===== src/rtl/multi_param_if.sv =====
// Start/valid handshake bundle for the multi_param sequential multiplier.
// The requester drives the master side; the multiplier is the slave.
interface multi_param_if #(
  parameter int WIDTH = 32
);
  logic                 start;
  logic                 signed_mode;
  logic [WIDTH-1:0]     mlier;
  logic [WIDTH-1:0]     mcand;
  logic [2*WIDTH-1:0]   prodt;
  logic                 valid;
  logic                 busy;

  modport master (
    output start, signed_mode, mlier, mcand,
    input  prodt, valid, busy
  );

  modport slave (
    input  start, signed_mode, mlier, mcand,
    output prodt, valid, busy
  );
endinterface


===== src/rtl/multi_param.sv =====
// Sequential shift-add multiplier retiring BPC multiplier bits per cycle on
// unsigned magnitudes; the sign is reapplied once, when the result is published.
module multi_param #(
  parameter int WIDTH = 32,
  parameter int BPC   = 1
) (
  input  logic          clock,
  input  logic          reset,
  multi_param_if.slave  bus
);
  localparam int N  = WIDTH / BPC;
  localparam int CW = $clog2(N + 1);

  typedef enum logic [1:0] {IDLE, CALC, DONE} state_e;

  state_e               state_q, state_d;
  logic                 start_q;
  logic [CW-1:0]        cnt_q, cnt_d;
  logic [WIDTH-1:0]     hi_q, hi_d;
  logic [WIDTH-1:0]     lo_q, lo_d;
  logic [WIDTH-1:0]     mcand_mag_q, mcand_mag_d;
  logic                 neg_q, neg_d;
  logic [2*WIDTH-1:0]   prodt_q, prodt_d;
  logic                 valid_q, valid_d;

  logic [WIDTH-1:0]     mlier_mag;
  logic [WIDTH-1:0]     mcand_mag;
  logic                 launch;
  logic [WIDTH+BPC-1:0] sum;
  logic [2*WIDTH-1:0]   shifted;
  logic [2*WIDTH-1:0]   mag;

  // The most negative operand negates to itself, which is its correct unsigned magnitude.
  assign mlier_mag = (bus.signed_mode && bus.mlier[WIDTH-1]) ? -bus.mlier : bus.mlier;
  assign mcand_mag = (bus.signed_mode && bus.mcand[WIDTH-1]) ? -bus.mcand : bus.mcand;
  assign launch    = bus.start && !start_q && (state_q == IDLE);

  // hi stays below 2^WIDTH, so hi + mcand*digit always fits in WIDTH+BPC bits.
  assign sum = {{BPC{1'b0}}, hi_q}
             + ({{BPC{1'b0}}, mcand_mag_q} * {{WIDTH{1'b0}}, lo_q[BPC-1:0]});

  generate
    if (BPC < WIDTH) begin : g_shift
      assign shifted = {sum, lo_q[WIDTH-1:BPC]};
    end else begin : g_shift_full
      assign shifted = sum;
    end
  endgenerate

  assign mag = {hi_q, lo_q};

  always_comb begin
    state_d     = state_q;
    cnt_d       = cnt_q;
    hi_d        = hi_q;
    lo_d        = lo_q;
    mcand_mag_d = mcand_mag_q;
    neg_d       = neg_q;
    prodt_d     = prodt_q;
    valid_d     = 1'b0;
    case (state_q)
      IDLE: begin
        if (launch) begin
          state_d     = CALC;
          cnt_d       = CW'(N);
          hi_d        = '0;
          lo_d        = mlier_mag;
          mcand_mag_d = mcand_mag;
          neg_d       = bus.signed_mode & (bus.mlier[WIDTH-1] ^ bus.mcand[WIDTH-1]);
        end
      end
      CALC: begin
        hi_d  = shifted[2*WIDTH-1:WIDTH];
        lo_d  = shifted[WIDTH-1:0];
        cnt_d = cnt_q - CW'(1);
        if (cnt_q == CW'(1)) begin
          state_d = DONE;
        end
      end
      DONE: begin
        prodt_d = neg_q ? -mag : mag;
        valid_d = 1'b1;
        state_d = IDLE;
      end
      default: state_d = IDLE;
    endcase
  end

  always_ff @(posedge clock) begin
    if (!reset) begin
      state_q     <= IDLE;
      start_q     <= 1'b0;
      cnt_q       <= '0;
      hi_q        <= '0;
      lo_q        <= '0;
      mcand_mag_q <= '0;
      neg_q       <= 1'b0;
      prodt_q     <= '0;
      valid_q     <= 1'b0;
    end else begin
      state_q     <= state_d;
      start_q     <= bus.start;
      cnt_q       <= cnt_d;
      hi_q        <= hi_d;
      lo_q        <= lo_d;
      mcand_mag_q <= mcand_mag_d;
      neg_q       <= neg_d;
      prodt_q     <= prodt_d;
      valid_q     <= valid_d;
    end
  end

  assign bus.prodt = prodt_q;
  assign bus.valid = valid_q;
  assign bus.busy  = (state_q != IDLE);
endmodule


===== src/flat_wrapper.sv =====
// flat-port wrapper written by rule: the top's interface ports become plain ports
module multi_param_flat 
#(
  parameter int WIDTH = 32,
  parameter int BPC   = 1
)
  (clock, reset, bus_start, bus_signed_mode, bus_mlier, bus_mcand, bus_prodt, bus_valid, bus_busy);
  multi_param_if #(.WIDTH(WIDTH)) bus_i ();
  input  logic clock;
  input  logic reset;
  input wire logic [$bits(bus_i.start)-1:0] bus_start;
  input wire logic [$bits(bus_i.signed_mode)-1:0] bus_signed_mode;
  input wire logic [$bits(bus_i.mlier)-1:0] bus_mlier;
  input wire logic [$bits(bus_i.mcand)-1:0] bus_mcand;
  output wire logic [$bits(bus_i.prodt)-1:0] bus_prodt;
  output wire logic [$bits(bus_i.valid)-1:0] bus_valid;
  output wire logic [$bits(bus_i.busy)-1:0] bus_busy;
  assign bus_i.start = bus_start;
  assign bus_i.signed_mode = bus_signed_mode;
  assign bus_i.mlier = bus_mlier;
  assign bus_i.mcand = bus_mcand;
  assign bus_prodt = bus_i.prodt;
  assign bus_valid = bus_i.valid;
  assign bus_busy = bus_i.busy;
  multi_param #(.WIDTH(WIDTH), .BPC(BPC)) u_core (.clock(clock), .reset(reset), .bus(bus_i));
endmodule

===== config.mk =====
export PLATFORM = sky130hd
export DESIGN_NAME = multi_param_flat
export DESIGN_NICKNAME = d
export VERILOG_FILES = /design/src/rtl/multi_param_if.sv /design/src/rtl/multi_param.sv /design/src/flat_wrapper.sv
export SDC_FILE = /design/constraint.sdc
export NUM_CORES = 1
export LEC_CHECK = 0
export CAP_MARGIN = 15
export CORE_MARGIN = 2
export CORE_UTILIZATION = 55
export DETAILED_ROUTE_END_ITERATION = 12
export PLACE_DENSITY = 0.82
export SETUP_SLACK_MARGIN = 0.1
export SLEW_MARGIN = 10
export SYNTH_ARGS = -nofsm -noshare
export SYNTH_HDL_FRONTEND = slang
export SYNTH_SLANG_ARGS = --single-unit

===== constraint.sdc =====
create_clock -name clock -period 7.2 [get_ports clock]
set_input_delay 1.44 -clock clock [delete_from_list [all_inputs] [get_ports clock]]
set_output_delay 1.44 -clock clock [all_outputs]
set_load 0.05 [all_outputs]

==> Word level (Yosys, flattened, before mapping) <==
Index checks and enable logic that the tools add are counted.
{ "totals": {"output_inout_bits": 66, "inputBits": 68, "word_cells": 46, "register_bits": 171} }
{ "op_classes": {"n_eq_ne": 5, "addsub": 5, "n_bitwise": 2, "n_mux": 13, "n_reduce_logical": 11, "mul": 1} }
{ "op_table": {"columns": ["cell", "count"], "rows": [
  ["two-way mux 32 bit", 4],
  ["case mux 32 bit (2 select lines)", 2],
  ["two-way mux 64 bit", 1],
  ["negation 32 bit", 2],
  ["negation 64 bit", 1],
  ["adder 32 x 33 -> 33 bit", 1],
  ["multiplier 32 x 1 -> 33 bit", 1],
  ["case mux 6 bit (2 select lines)", 1],
  ["equality test 6 x 1 -> 1 bit, second input constant", 1],
  ["two-way mux 6 bit", 1],
  ["AND reduction 2 bit", 3],
  ["subtractor 6 x 1 -> 6 bit, second input constant", 1],
  ["logical AND 1 bit", 4],
  ["two-way mux 2 bit", 2],
  ["inequality test 2 x 1 -> 1 bit, second input constant", 2],
  ["case mux 2 bit (2 select lines)", 1],
  ["nonzero test 2 bit", 2],
  ["equality test 2 x 1 -> 1 bit, second input constant", 1],
  ["equality test 2 bit, second input constant", 1],
  ["logical NOT 2 bit", 1],
  ["bitwise AND 1 bit", 1],
  ["logical NOT 1 bit", 1],
  ["two-way mux 1 bit", 1],
  ["XOR 1 bit", 1]
]} }

==> Depth between registers and ports, before layout <==
Gate-level depths: netlist of run 1.
{ "logic_depth": {"word_depth": 5, "depth_mapped": 14, "depth_no_buf": 12} }

==> Worst setup path before layout of run 1 <==
No wires, ideal clock.
{ "synth_timing": {"kind": "input-to-reg", "start": "input port bus_mcand[20]", "end": "register u_core.mcand_mag_q[30]", "stages": 7, "arrival_ps": 3482, "setup_time_ps": 86, "setup_slack_ps": 3632, "required_time_ps": 7114, "n_path_buf": 0, "path_cell_list": "or4_1 -> or3_1 -> or4_1 -> nor4_1 -> a21oi_1 -> xnor2_1 -> a211oi_1"} }
{ "synth_via": {"elab_chain_cells": 2} }
{ "synth_lines": {"columns": ["element", "line_no", "rtl"], "rows": [
  ["start: declaration", "flat_wrapper.sv:14", "input wire logic [$bits(bus_i.mcand)-1:0] bus_mcand;"],
  ["negation 32 bit", "multi_param.sv:35", "assign mcand_mag = (bus.signed_mode && bus.mcand[WIDTH-1]) ? -bus.mcand : bus.mcand;"],
  ["two-way mux 32 bit", "multi_param.sv:35", null],
  ["end signal: assignment", "multi_param.sv:106", "mcand_mag_q <= mcand_mag_d;"],
  ["end: declaration", "multi_param.sv:21", "logic [WIDTH-1:0] mcand_mag_q, mcand_mag_d;"]
]} }
No other way between the ends.
A chain may end at the register's enable or synchronous reset.

==> Final worst setup path of run 1 <==
Ends and elaborated chain as after synthesis.

==> flow_metrics.env, run 1 <==
export IMPL_path_clk_slew_ns=0.07
export IMPL_antenna_found_initial=0
export IMPL_final_common_cell="dfxtp_1"
export IMPL_period_share_pct=52.4
export IMPL_p_leak_nw=4.60
export IMPL_drt_pass1_iter_count=5
export IMPL_p_switching_w=0.000684
export IMPL_final_cell_mix="dfxtp_1, nand2_1, clkdlybuf4s50_1"
export IMPL_htree_levels=4
export IMPL_syn_inst=1351
export IMPL_postLayoutCoreUtil_pct=67.2
export IMPL_crit_buf_inv=1
export IMPL_ys_flop_type="dfxtp_1"
export IMPL_synth_edf_count=0
export IMPL_synth_distinct_cells=63
export IMPL_power_w=0.00243
export IMPL_crit_path_top_delay_cell="or4_1"
export IMPL_drc=0
export IMPL_critPathKind="in2reg"
export IMPL_hold_class="reg2reg"
export IMPL_cts_setup_buffers=0
export IMPL_start_util_pct=56.2
export IMPL_critical_path_top_delay_family="simple AND/OR/NAND/NOR gates"
export IMPL_yosysSeqAreaShare_pct=32.5
export IMPL_reg2reg_slack_ns=3.53
export IMPL_critPathCaptureType="flop"
export IMPL_wl_per_cell_um=16.8
export IMPL_clk_latency_ns=0.43
export IMPL_synth_warnings=0
export IMPL_powerDensity_nw_per_um2=193
export IMPL_cts_buffers=17
export IMPL_drtIter0Drc=925
export IMPL_fmax_mhz=265
export IMPL_crit_required_ns=7.54
export IMPL_synthTopCellsByArea="dfxtp_1, xor2_1, nand2_1"
export IMPL_port_buffers=133
export IMPL_async_flop_share_pct=0
export IMPL_cts_hold_buf=0
export IMPL_cp_max_fo=4
export IMPL_outcome="finished, final reports clean"
export IMPL_ir_drop_mv=0.156
export IMPL_avgSynthCellArea_um2=7.79
export IMPL_p_int_w=0.00175
export IMPL_ios=134
export IMPL_grt_pass1_wl_um=45400
export IMPL_gp_congestion=0.942
export IMPL_setup_viol=0
export IMPL_clock_sinks=171
export IMPL_cts_tree="yes"
export IMPL_period_minus_slack_ns=3.77
export IMPL_drive_above_1_share_pct=5.22
export IMPL_drv_slew=0
export IMPL_synth_nets=1457
export IMPL_hold_viol_final=0
export IMPL_grt_start_max_net_pins=84
export IMPL_syn_area_um2=10500
export IMPL_rsz0062_at_grt="false"
export IMPL_worst_pin_slew_ns=0.803
export IMPL_die_h_um=142
export IMPL_crit_path_cell_trace="clkdlybuf4s50_1, or4_1, or3_1, or4_1, nor4_1, a21oi_1, xnor2_1, a211oi_1"
export IMPL_die_area_um2=20200
export IMPL_num_vias=10100
export IMPL_critical_path_arrival_ns=4.12
export IMPL_skew_ns=0.0157
export IMPL_crit_top_cell="or4_1"
export IMPL_viasPerCell=6.02
export IMPL_rows=50
export IMPL_grt_pass1_vias=8989
export IMPL_dp_hpwl_um=20700
export IMPL_clockBufferDepth=2
export IMPL_cts_resized_gates=0
export IMPL_grt_remaining_overflow=0
export IMPL_core_um2=18700
export IMPL_cp_start_kind="input pin"
export IMPL_tns_ns=0
export IMPL_pwr_share_clk_pct=41.3
export IMPL_fin_nets=1529
export IMPL_maxCapViolations=0
export IMPL_ys_ff_latch=171
export IMPL_dieWidth_um=142
export IMPL_relSlewSlack_pct=46.4
export IMPL_grt_usage_pct=27.7
export IMPL_syn2layout_area_growth_pct=19.5
export IMPL_postRouteWirelength_um=28000
export IMPL_synth_area_leader_cell="dfxtp_1"
export IMPL_combPwrFrac_pct=16.1
export IMPL_synth_top_area_share_pct=32.5
export IMPL_ant_nets=0
export IMPL_critical_path_max_stage_delay_ns=0.57
export IMPL_antenna_cells=0
export IMPL_seqPwrFrac_pct=42.7
export IMPL_cts_root_buf="clkbuf_16"
export IMPL_power_switching_fraction_pct=28.2
[final timing paths]
kind,start,to,cells past startpoint
worst max-delay path,bus_mcand[20],u_core.mcand_mag_q[30],8
worst min-delay path,u_core.bus.prodt[63],u_core.bus.prodt[63],2
worst max register to register,u_core.lo_q[0],u_core.hi_q[24],12
worst min register to register,u_core.bus.prodt[63],u_core.bus.prodt[63],2
[power groups by stage]
stage	Combinational, W	Clock, W	Sequential (W)
final	0.000391	0.00100	0.00104
after global routing	0.000432	0.00105	0.00104
after CTS	0.000384	0.00101	0.00104
after detailed placement	0.000382	0	0.00106
after global placement	0.000376	0	0.00105
after floorplan	0.000266	0	0.00104
[sequential cells by signal, indices dropped and copies added (netlist names)]
signal	count
u_core.start_q	1
u_core.cnt_q	6
u_core.state_q	2
u_core.lo_q	32
u_core.bus.prodt	64
u_core.bus.valid	1
u_core.hi_q	32
u_core.mcand_mag_q	32
u_core.neg_q	1
[layer usage]
metal	global-route usage (%)	share of wire [%]	routed length, µm
met2	40.3	42	11800
met5	0	0	0
met3	4.54	8.3	2330
met1	42.0	48	13400
met4	7.79	1.6	447
[logic make-up after synthesis]
| kind of cell | share of synthesized area (%) |
|---|---|
| AOI/OAI and AO/OA | 24.6 |
| xor gates and xnor gates | 11.7 |
| adders and majority gates | 4.59 |
| buffers and inverters | 4.21 |
| DFF | 32.5 |
| muxes | 0.202 |
| and+or+nand+nor | 22.1 |
[tightest hold or removal path, stage by stage, from the launching register on]
cell,delay [ns]
dfxtp_1,0.31
nand2_1,0.05
o21ai_1,0.05
[cell type report]
type	instances	area, µm²
clock inverter	14	209
clock buffer	18	439
sequential	171	3420
tap	234	293
fill	1619	6140
multi-input combinational	1063	6670
timing repair buffer	144	1430
inverter	26	97.6
[synth_stat cells, types with 16 or more instances]
| cell | count |
|---|---|
| o41ai_1 | 17 |
| or3_1 | 17 |
| o31ai_1 | 30 |
| nand3_1 | 25 |
| and2_1 | 37 |
| clkbuf_1 | 81 |
| nand4_1 | 18 |
| a21oi_1 | 82 |
| a31oi_1 | 16 |
| nor3_1 | 19 |
| a211oi_1 | 54 |
| xnor2_1 | 62 |
| xor2_1 | 79 |
| dfxtp_1 | 171 |
| o21ai_0 | 110 |
| inv_1 | 26 |
| ha_1 | 37 |
| nor2_1 | 122 |
| nand2_1 | 161 |
| or4_1 | 21 |
[stage by stage]
step | std cells | setup WS [ns] | hold slack, ns | instance area (µm²)
after floorplan | 1351 | 3.63 | 0.432 | 10500
after global placement | 1637 | 3.05 | 0.435 | 11900
after detailed placement | 1637 | 2.98 | 0.443 | 11900
after CTS | 1669 | 3.43 | 0.451 | 12500
after global routing | 1670 | 3.23 | 0.468 | 12600
final | 1670 | 3.43 | 0.444 | 12600
(Power assumes the default switching activity.)
==> run 2: changes to the inputs <==
--- a/config.mk
+++ b/config.mk
@@ -7,9 +7,9 @@
 export LEC_CHECK = 0
 export CAP_MARGIN = 15
 export CORE_MARGIN = 2
-export CORE_UTILIZATION = 55
+export CORE_UTILIZATION = 51
 export DETAILED_ROUTE_END_ITERATION = 12
-export PLACE_DENSITY = 0.82
+export PLACE_DENSITY = 0.8
 export SETUP_SLACK_MARGIN = 0.1
 export SLEW_MARGIN = 10
 export SYNTH_ARGS = -nofsm -noshare
==> constraint.sdc (replaced) <==
create_clock -name clock -period 3.05 [get_ports clock]
set_input_delay 0.61 -clock clock [delete_from_list [all_inputs] [get_ports clock]]
set_output_delay 0.61 -clock clock [all_outputs]
set_load 0.05 [all_outputs]
==> run 2 against run 1 <==
Non-clock buffer count rose by 89. Flip-flop and latch count did not move. Cell count rose by 7.5%. Core utilization fell by 1.3 points. Clock skew fell by 0.0049 ns. Global-route usage fell by 0.44 points. Combinational power rose to 2.7 times the previous value. Die area rose by 7.6%. Via count rose by 5.0%. Register-to-register slack got worse by 3.4 ns.
==> flow_metrics.env, run 2 (synthesized netlist as in run 1, its figures left out) <==
export IMPL_seqPwrFrac_pct=43.1
export IMPL_clockBufferDepth=2
export IMPL_dieWidth_um=148
export IMPL_ir_drop_mv=0.276
export IMPL_clk_latency_ns=0.44
export IMPL_rows=52
export IMPL_drive_above_1_share_pct=11.8
export IMPL_dp_hpwl_um=22700
export IMPL_viasPerCell=5.88
export IMPL_fmax_mhz=344
export IMPL_period_share_pct=95.2
export IMPL_antenna_found_initial=0
export IMPL_power_switching_fraction_pct=30.6
export IMPL_rsz0062_at_grt="true"
export IMPL_p_leak_nw=5.06
export IMPL_powerDensity_nw_per_um2=421
export IMPL_num_vias=10600
export IMPL_fin_nets=1618
export IMPL_drc=0
export IMPL_core_um2=20200
export IMPL_cp_start_kind="flop"
export IMPL_grt_pass1_vias=9469
export IMPL_ios=134
export IMPL_final_common_cell="dfxtp_1"
export IMPL_antenna_cells=0
export IMPL_critical_path_arrival_ns=3.22
export IMPL_syn2layout_area_growth_pct=26.8
export IMPL_p_int_w=0.00390
export IMPL_grt_remaining_overflow=0
export IMPL_grt_pass1_wl_um=48400
export IMPL_grt_usage_pct=27.3
export IMPL_setup_viol=0
export IMPL_drv_slew=0
export IMPL_hold_class="reg2reg"
export IMPL_hold_viol_final=0
export IMPL_cts_tree="yes"
export IMPL_layoutNonFillerInstCount=1795
export IMPL_start_util_pct=52.0
export IMPL_cp_max_fo=20
export IMPL_postRouteWirelength_um=30400
export IMPL_power_w=0.00561
export IMPL_gp_congestion=0.946
export IMPL_clock_sinks=171
export IMPL_whs_ns=0.446
export IMPL_tns_ns=0
export IMPL_wl_per_cell_um=16.9
export IMPL_dp_cells=1758
export IMPL_final_cell_mix="dfxtp_1, nand2_1, clkdlybuf4s50_1"
export IMPL_p_switching_w=0.00172
export IMPL_combPwrFrac_pct=19.0
export IMPL_pwr_share_clk_pct=37.9
export IMPL_path_clk_slew_ns=0.07
export IMPL_critPathKind="reg2reg"
export IMPL_skew_ns=0.0107
export IMPL_maxCapViolations=0
export IMPL_cts_buffers=17
export IMPL_largest_reg_flops=64
export IMPL_relSlewSlack_pct=35.6
export IMPL_htree_levels=4
export IMPL_critPathCaptureType="flop"
export IMPL_die_area_um2=21800
export IMPL_grt_start_max_net_pins=83
export IMPL_n_fill_cell=1694
export IMPL_die_h_um=148
export IMPL_period_minus_slack_ns=2.90
export IMPL_drt_pass1_iter_count=6
export IMPL_crit_required_ns=3.37
export IMPL_worst_pin_slew_ns=0.965
export IMPL_outcome="finished, final reports clean"
export IMPL_port_buffers=133
export IMPL_ant_nets=0
export IMPL_cts_root_buf="clkbuf_16"
export IMPL_drtIter0Drc=979
## run 2: changes by cell type in the layout (fill, tap and decap cells not counted), sizes merged
| cell | change |
|---|---|
| buf | +89 |
| bufinv | -4 |
| clkbuf | +1 |
| clkinv | +1 |
| clkinvlp | -1 |
| inv | +3 |
## run 2: critical path, stage by stage (launching register included)
cell,delay [ns]
dfxtp_4,0.36
buf_4,0.15
buf_6,0.14
and2_1,0.14
ha_2,0.40
nand2_1,0.06
o21ai_0,0.26
nand3_1,0.16
a21oi_2,0.25
a2111oi_4,0.08
buf_4,0.18
o311ai_0,0.31
o211a_1,0.20
o21ai_0,0.06
## run 2: cell type report
cell class                      count  area, µm²  area share (%)
Clock buffer                       19        453            3.40
Clock inverter                     13        126           0.948
Inverter                           26       97.6           0.732
Multi-Input combinational cell   1063       6780            50.9
Sequential cell                   171       3430            25.7
Tap cell                          270        338            2.53
Timing Repair Buffer              233       2110            15.8
## run 2: timing repair
action | 4_1_cts | 5_1_grt
endpoints found under the setup margin | 2 | 32
hold buffers | 0 | 0
gates resized for setup | 1 | 25
pin swaps | 0 | 6
setup buffers | 0 | 5
## run 2: through the flow
stage	worst slack (ns)	utilization (%)	cell area, µm²
3_5_place_dp	-0.291	62.3	12600
2_1_floorplan	0.108	-	10500
4_1_cts	0.120	65.2	13200
6_report	0.147	65.9	13300
3_3_place_gp	-0.206	62.3	12600
5_1_grt	0.000298	65.9	13300
## run 2: power by group through the flow
| stage | clock network (W) | registers, W | logic (W) |
|---|---|---|---|
| 3_3_place_gp | 0 | 0.00246 | 0.00100 |
| 5_1_grt | 0.00225 | 0.00243 | 0.00116 |
| 3_5_place_dp | 0 | 0.00247 | 0.00102 |
| 2_1_floorplan | 0 | 0.00246 | 0.000629 |
| 4_1_cts | 0.00215 | 0.00242 | 0.00103 |
| 6_report | 0.00213 | 0.00242 | 0.00107 |
## run 2: path summary, 6_finish.rpt
kind	from	endpoint	slack, ns	cells after the start
min	u_core.bus.prodt[63]	u_core.bus.prodt[63]	0.45	2
min reg2reg	u_core.bus.prodt[63]	u_core.bus.prodt[63]	0.45	2
max reg2reg	u_core.lo_q[0]	u_core.hi_q[28]	0.15	13
max	u_core.lo_q[0]	u_core.hi_q[28]	0.15	13
## run 2: metal layers
metal  global-route usage [%]  vias to the layer above  part of all wire (%)
met5                        0                        -                     0
met4                     7.16                        0                   1.2
met3                     5.00                       29                   9.6
met2                     40.4                      508                    44
met1                     40.7                     4816                    46
li1                         -                     5199                     -
==> run 3: changes to the inputs <==
--- a/config.mk
+++ b/config.mk
@@ -10,6 +10,7 @@
 export CORE_UTILIZATION = 51
 export DETAILED_ROUTE_END_ITERATION = 12
 export PLACE_DENSITY = 0.8
+export REMOVE_ABC_BUFFERS = 1
 export SETUP_SLACK_MARGIN = 0.1
 export SLEW_MARGIN = 10
 export SYNTH_ARGS = -nofsm -noshare
==> run 3 against run 2 <==
Hold slack barely moved. Combinational power fell by 6%. Core utilization fell by 0.62 points. Register-to-register slack improved by 0.07 ns. First-iteration DRC count fell by 7.9%. Maximum frequency rose by 2.0%. Clock power barely moved. Sequential power barely moved. Cell area fell by 0.95%. Largest cell class unchanged. Critical path type is now in2reg. Clock-buffer cell count fell by 2.
==> flow_metrics.env, run 3 (synthesized netlist as in run 1, its figures left out) <==
export IMPL_fmax_mhz=351
export IMPL_p_leak_nw=4.98
export IMPL_die_area_um2=21800
export IMPL_r2r_start="u_core.lo_q[0]"
export IMPL_htree_levels=4
export IMPL_min_to="u_core.bus.prodt[59]"
export IMPL_grt_usage_pct=26.6
export IMPL_crit_path_cell_trace="clkdlybuf4s50_1, or3_4, or4_4, nor3_1, or3b_2, o31ai_1, xnor2_1, nand2_1, a31oi_1"
export IMPL_critical_path_max_stage_delay_ns=0.53
export IMPL_ir_drop_mv=0.311
export IMPL_cts_hold_buf=0
export IMPL_crit_path_top_delay_cell="or3b_2"
export IMPL_skew_ns=0.00774
export IMPL_num_vias=10400
export IMPL_crit_required_ns=3.41
export IMPL_outcome="finished, final reports clean"
export IMPL_finish_instance_area_um2=13200
export IMPL_p_switching_w=0.00165
export IMPL_n_fill_cell=1745
export IMPL_clk_latency_ns=0.44
export IMPL_core_um2=20200
export IMPL_powerDensity_nw_per_um2=419
export IMPL_antenna_found_initial=0
export IMPL_final_cell_mix="dfxtp_1, nand2_1, clkdlybuf4s50_1"
export IMPL_worst_pin_slew_ns=0.961
export IMPL_path_clk_slew_ns=0.07
export IMPL_seqCellArea_um2=3430
export IMPL_port_buffers=133
export IMPL_drive_above_1_share_pct=10.9
export IMPL_critical_path_arrival_ns=3.21
export IMPL_p_int_w=0.00389
export IMPL_wl_per_cell_um=16.3
export IMPL_power_switching_fraction_pct=29.8
export IMPL_combPwrFrac_pct=18.2
export IMPL_multi_input_area_um2=6740
export IMPL_viasPerCell=5.81
export IMPL_relSlewSlack_pct=35.9
export IMPL_clockBufferDepth=2
export IMPL_hold_viol_final=0
export IMPL_hold_class="reg2reg"
export IMPL_reg2reg_to="u_core.bus.prodt[55]"
export IMPL_clock_sinks=171
export IMPL_reg2reg_slack_ns=0.22
export IMPL_dieWidth_um=148
export IMPL_hold_path_startpoint="u_core.bus.prodt[59]"
export IMPL_antenna_cells=0
export IMPL_fin_nets=1611
export IMPL_cts_tree="yes"
export IMPL_dpl_cell_area_um2=12600
export IMPL_hold_depth=2
export IMPL_ios=134
export IMPL_whs_ns=0.446
export IMPL_seqPwrFrac_pct=43.9
export IMPL_drt_pass1_iter_count=8
export IMPL_rows=52
export IMPL_die_h_um=148
export IMPL_drtIter0Drc=902
export IMPL_grt_remaining_overflow=0
export IMPL_setup_viol=0
export IMPL_critPathCaptureType="flop"
export IMPL_cts_root_buf="clkbuf_16"
export IMPL_postRouteWirelength_um=29100
export IMPL_critPathKind="in2reg"
export IMPL_grt_pass1_vias=9363
export IMPL_final_common_cell="dfxtp_1"
export IMPL_grt_pass1_wl_um=47500
export IMPL_period_share_pct=93.3
export IMPL_reg2regPathDepth=9
export IMPL_drv_slew=0
export IMPL_largest_reg_flops=64
export IMPL_syn2layout_area_growth_pct=25.6
export IMPL_period_minus_slack_ns=2.85
export IMPL_dp_hpwl_um=22200
export IMPL_cp_max_fo=5
export IMPL_cts_buffers=17
export IMPL_drc=0
export IMPL_pwr_share_clk_pct=38.0
export IMPL_grt_start_max_net_pins=59
export IMPL_cp_start_kind="input pin"
export IMPL_gp_congestion=0.937
export IMPL_ant_nets=0
export IMPL_rsz0062_at_grt="true"
export IMPL_maxCapViolations=0
export IMPL_start_util_pct=52.0
==> run 3: worst max-delay path by stage <==
stage                            from         endpoint  slack [ns]
finish                  bus_mlier[16]  u_core.lo_q[29]        0.20
global route           u_core.lo_q[0]  u_core.hi_q[27]        0.05
CTS                    u_core.lo_q[0]  u_core.hi_q[27]         0.1
detailed placement      bus_mlier[16]  u_core.lo_q[29]       -0.23
global placement        bus_mlier[16]  u_core.lo_q[29]       -0.20
floorplan           u_core.state_q[1]  u_core.hi_q[22]       -4.98
==> run 3: area by class of cell <==
cell class	instances	area share (%)
Clock buffer	17	3.22
Multi-Input combinational cell	1063	51.0
Timing Repair Buffer	226	15.5
Inverter	26	0.739
Tap cell	270	2.56
Sequential cell	171	25.9
Clock inverter	14	1.06
==> run 3: through the flow <==
| step | utilization [%] | std cells | setup TNS (ns) | worst slack, ns | power, W |
|---|---|---|---|---|---|
| after global placement | 62.1 | 1754 | -0.905 | -0.196 | 0.00343 |
| after CTS | 65.0 | 1786 | 0 | 0.0987 | 0.00554 |
| after floorplan | - | 1260 | -412.96 | -4.98 | 0.00307 |
| final | 65.3 | 1787 | 0 | 0.204 | 0.00554 |
| after global routing | 65.3 | 1787 | 0 | 0.0456 | 0.00577 |
| after detailed placement | 62.1 | 1754 | -1.31 | -0.231 | 0.00346 |
==> run 3: repair_timing <==
| item | in CTS | in global routing |
|---|---|---|
| endpoints found under the setup margin | 8 | 27 |
| resized for setup | 4 | 11 |
| pin swaps | 1 | 4 |
| setup buffers | 1 | 1 |
==> run 3: power groups by stage <==
stage                     Clock, W  Combinational, W  Sequential, W
after floorplan                  0          0.000594        0.00247
after detailed placement         0          0.000979        0.00248
final                      0.00210           0.00101        0.00243
after global routing       0.00222           0.00110        0.00244
after CTS                  0.00213          0.000985        0.00243
after global placement           0          0.000962        0.00247
==> run 3: routing by layer <==
layer | share of wire [%] | track usage, % | vias up
met5 | 0 | 0 | -
met4 | 2.3 | 8.94 | 0
met3 | 6.8 | 3.55 | 61
met2 | 44 | 41.2 | 413
met1 | 47 | 38.2 | 4725
li1 | - | - | 5180
==> run 3: critical path: cells and delay by family <==
kind                      cells  cell delay, ns
AOI/OAI and AO/OA             2            0.39
xor gates and xnor gates      1            0.15
buffers and inverters         1            0.43
and+or+nand+nor               5            1.61
